`src/rtl/serial_adder.sv`:
```
// serial_adder: bit-serial LSB-first unsigned adder (one bit per clock) with carry flop and done pulse.
// Defining SERIAL_ADDER_OVF_EN adds the ovf port holding the two's-complement overflow of the result.
module serial_adder #(
    parameter int unsigned WIDTH = 8
) (
    input  logic             clk,
    input  logic             rst,
    input  logic             start,
    input  logic [WIDTH-1:0] a,
    input  logic [WIDTH-1:0] b,
    output logic [WIDTH-1:0] sum,
    output logic             carry,
    output logic             busy,
`ifdef SERIAL_ADDER_OVF_EN
    output logic             done,
    output logic             ovf
`else
    output logic             done
`endif
);

    localparam int unsigned CW   = (WIDTH > 1) ? $clog2(WIDTH) : 1;
    localparam logic [CW-1:0] LAST = CW'(WIDTH - 1);

    typedef enum logic [1:0] {
        S_IDLE  = 2'd0,
        S_SHIFT = 2'd1,
        S_DONE  = 2'd2
    } state_t;

    state_t           r_state;
    logic [WIDTH-1:0] r_a;
    logic [WIDTH-1:0] r_b;
    logic             r_c;
    logic [CW-1:0]    r_cnt;

    logic             w_s;
    logic             w_cout;

    // Single-bit full-add cell on the current LSBs and the running carry.
    assign w_s    = r_a[0] ^ r_b[0] ^ r_c;
    assign w_cout = (r_a[0] & r_b[0]) | (r_c & (r_a[0] ^ r_b[0]));

    always_ff @(posedge clk or posedge rst) begin
        if (rst) begin
            r_state <= S_IDLE;
            r_a     <= '0;
            r_b     <= '0;
            r_c     <= 1'b0;
            r_cnt   <= '0;
            sum     <= '0;
            carry   <= 1'b0;
            busy    <= 1'b0;
            done    <= 1'b0;
`ifdef SERIAL_ADDER_OVF_EN
            ovf     <= 1'b0;
`endif
        end else begin
            done <= 1'b0;
            case (r_state)
                S_IDLE, S_DONE: begin
                    if (start) begin
                        r_a     <= a;
                        r_b     <= b;
                        r_c     <= 1'b0;
                        r_cnt   <= '0;
                        busy    <= 1'b1;
                        r_state <= S_SHIFT;
                    end else begin
                        busy    <= 1'b0;
                        r_state <= S_IDLE;
                    end
                end
                S_SHIFT: begin
                    r_a   <= {1'b0, r_a[WIDTH-1:1]};
                    r_b   <= {1'b0, r_b[WIDTH-1:1]};
                    r_c   <= w_cout;
                    sum   <= {w_s, sum[WIDTH-1:1]};
                    r_cnt <= r_cnt + CW'(1);
                    if (r_cnt == LAST) begin
                        carry   <= w_cout;
`ifdef SERIAL_ADDER_OVF_EN
                        // r_c here is the carry into the MSB.
                        ovf     <= r_c ^ w_cout;
`endif
                        busy    <= 1'b0;
                        done    <= 1'b1;
                        r_state <= S_DONE;
                    end
                end
                default: begin
                    busy    <= 1'b0;
                    r_state <= S_IDLE;
                end
            endcase
        end
    end

endmodule

```
`config.mk`:
```
export PLATFORM = sky130hd
export DESIGN_NAME = serial_adder
export DESIGN_NICKNAME = d
export VERILOG_FILES = /design/src/rtl/serial_adder.sv
export SDC_FILE = /design/constraint.sdc
export NUM_CORES = 1
export LEC_CHECK = 0
export CAP_MARGIN = 20
export CORE_MARGIN = 5
export CORE_UTILIZATION = 49
export CTS_CLUSTER_DIAMETER = 50
export CTS_CLUSTER_SIZE = 24
export DETAILED_ROUTE_END_ITERATION = 8
export PLACE_DENSITY = 0.77
export SLEW_MARGIN = 20
export SYNTH_ARGS = -nofsm -noshare
export SYNTH_HDL_FRONTEND = slang
export SYNTH_SLANG_ARGS = --single-unit
```
`constraint.sdc`:
```
create_clock -name clk -period 1.46 [get_ports clk]
set_input_delay 0.146 -clock clk [delete_from_list [all_inputs] [get_ports clk]]
set_output_delay 0.146 -clock clk [all_outputs]
set_load 0.02 [all_outputs]
```
==> out/results.txt <==
Area added between synthesis and finish -> 29.19%
Detailed placement HPWL -> 2.067 mm
Run status -> complete, no violations
Worst path required time -> 1.31 ns
PwrDens -> 2150 nW/um2
Synth unique cells -> 25
Vias -> 1076
Synthesized cell area -> 1419 um2
HP Class -> in2async
Critical path class -> reg2out
Nets@finish -> 191
Clk_skew -> 0.01204 ns
Ys async rst share -> 100.0%
Post-synth top area share -> 58.20%
Clk pin slew, worst setup/hold paths -> 0.10 ns
Fin. max-slew vios -> 0
Chip width -> 63.81 um
Final number of hold-violating endpoints -> 0
Chip height -> 63.81 um
RSZ-0062 raised after global routing -> false
TritonRoute pass-1 iters -> 4
Peak supply drop -> 0.001562 V
Clock Latency Late Sink -> 0.32 ns
Sequential area share after synthesis -> 58.20%
Largest net degree at the start of global routing -> 34
Most common cell in the netlist -> dfrtp_1
Arr. time, crit path -> 1.24 ns
Vias in the first global route -> 1143
Num ports -> 30
Initial Util -> 51.45%
Number of remaining DRC errors -> 0
Fill cells -> 227
Final period utilization -> 94.97%
Worst Path Max Fanout -> 1
Critical path startpoint category -> flip-flop
Routed wire per std cell -> 14.29 um
Total GRT Usage -> 16.40%
TNS Setup -> 0 ns
Pwr Total -> 3941 uW
Syn. warnings -> 0
Min cycle time layout -> 1.387 ns
Family with the most delay on the worst path -> buffers and inverters
Post-Syn Nets -> 156
IO Port Bufs -> 29
Max-slew headroom -> 73.05%
CP peak stage delay -> 0.59 ns
Total number of placement rows -> 19
R2R Setup Slk -> 0.07 ns
TritonCTS Buffers -> 5
H-tree depth -> 2
Via density -> 5.353
Share of post-route cells with drive strength above 1 -> 11.76%
CTS tree -> built
Worst-margin pin slew -> 0.4043 ns
Largest area contributor in the netlist -> dfrtp_1
Lkg Pwr -> 0.0009073 uW
Final WL -> 2.873 mm
Post-CTS setup buffer count -> 0
Crit. End Element -> primary output
CORE AREA -> 2758 um2
Post-synth EDFFs -> 0
Clock buffer depth -> 2
Max cap viols -> 0
Fmax -> 721.2 MHz
# setup viols final -> 0
Initial antenna violation count -> 0
Critical-path cell list -> clkdlybuf4s50_1
First-pass GRT wire length -> 5.306 mm
Die area -> 4072 um2
Slowest-stage cell, CP -> clkdlybuf4s50_1
CTS Root Cell -> clkbuf_4
Post-synth top flop -> dfrtp_1
Worst path buffer plus inverter count -> 1
Seq cells post-synth -> 33
Congestion Overflow GR -> 0
Initial DRC Count -> 69
Syn Area/Cell -> 10.59 um2
Antenna diodes -> 0
Placer Congestion -> 0.7666
ANT nets after route -> 0
Final Util -> 66.47%
Cells after Synth -> 134
Sink Count -> 33
Leading cell types by count after synthesis -> dfrtp_1, nand2_1, nor2_1
Largest cells by area after synthesis -> dfrtp_1, nand2_1, o22ai_1
[routing by layer]
layer / global-route usage [%] / wire length, um / vias to the layer above
li1: - / - / 533
met1: 22.18 / 1285 / 500
met2: 23.99 / 1386 / 41
met3: 7.356 / 189 / 2
met4: 4.416 / 13 / 0
met5: 0 / 0 / -
[cell type report]
cell class,count,area [um2],area share (%)
clock buffers,7,65.06,3.549
repair buffers,37,369.1,20.14
flip-flops and latches,33,825.8,45.05
well taps,31,38.79,2.116
multi-input cells,90,521.8,28.46
clock inverters,1,5.005,0.2730
inverters,2,7.507,0.4096
[flip-flops by register name, indices dropped and copies added, names as in the netlist]
signal,flops
r_state,2
r_c,1
done,1
r_a,8
busy,1
r_cnt,3
sum,8
r_b,8
carry,1
[repair_timing]
action                                  in CTS  in global routing
gates resized for setup                      5                  5
endpoints found under the setup margin       5                  5
hold buffers                                 0                  0
cloned                                       0                  0
[logic make-up (layout without fill, tap and decap cells)]
kind of cell / Yosys count / in the layout / synth area share (%)
flops: 33 / 33 / 58.20
simple gates: 59 / 59 / 18.96
compound gates: 24 / 24 / 11.38
fa+ha+maj: 3 / 3 / 3.174
buf+inv: 11 / 47 / 5.027
mux: 4 / 4 / 3.262
[path summary, 6_finish.rpt]
path	startpoint	endpoint	cells past startpoint
max in group asynchronous	rst	sum[7]	3
setup reg to reg	r_cnt[0]	carry	4
hold reg to reg	sum[0]	sum[0]	2
hold / removal	rst	r_cnt[2]	3
min in group clk	a[7]	r_a[7]	2
setup / recovery	done	done	1
[where the power goes]
part           total [uW]  internal, uW  switching [uW]  leakage (uW)
logic                1760           817             942      0.000462
registers            1620          1340             276      0.000404
clock network         563           279             284     0.0000413
total                3940          2440            1500      0.000907
[cell usage in the layout (no fill, tap or decap), drive strengths merged]
| cell type | count |
|---|---|
| a211oi | 2 |
| a21oi | 2 |
| a22o | 5 |
| and2 | 2 |
| and2b | 1 |
| buf | 8 |
| clkbuf | 7 |
| clkdlybuf4s50 | 19 |
| clkinv | 1 |
| dfrtp | 33 |
| dlygate4sd2 | 5 |
| dlymetal6s2s | 5 |
| fa | 1 |
| ha | 2 |
| inv | 2 |
| mux2 | 2 |
| mux2i | 2 |
| nand2 | 24 |
| nand2b | 2 |
| nand3 | 1 |
| nor2 | 14 |
| nor2b | 3 |
| nor3 | 12 |
| o21ai | 2 |
| o22ai | 12 |
| o31ai | 1 |
[per-stage QoR]
stage	setup slack, ns	instances	instance area (um2)	hold WS (ns)
detailed placement	0.08671	193	1757	0.4776
global placement	0.1383	193	1757	0.4574
floorplan	0.1552	134	1419	0.2749
global route	0.01002	201	1833	0.2262
finish	0.07338	201	1833	0.2011
CTS	0.0005962	201	1821	0.2049
Note: power is estimated with default switching activity, not from simulation.
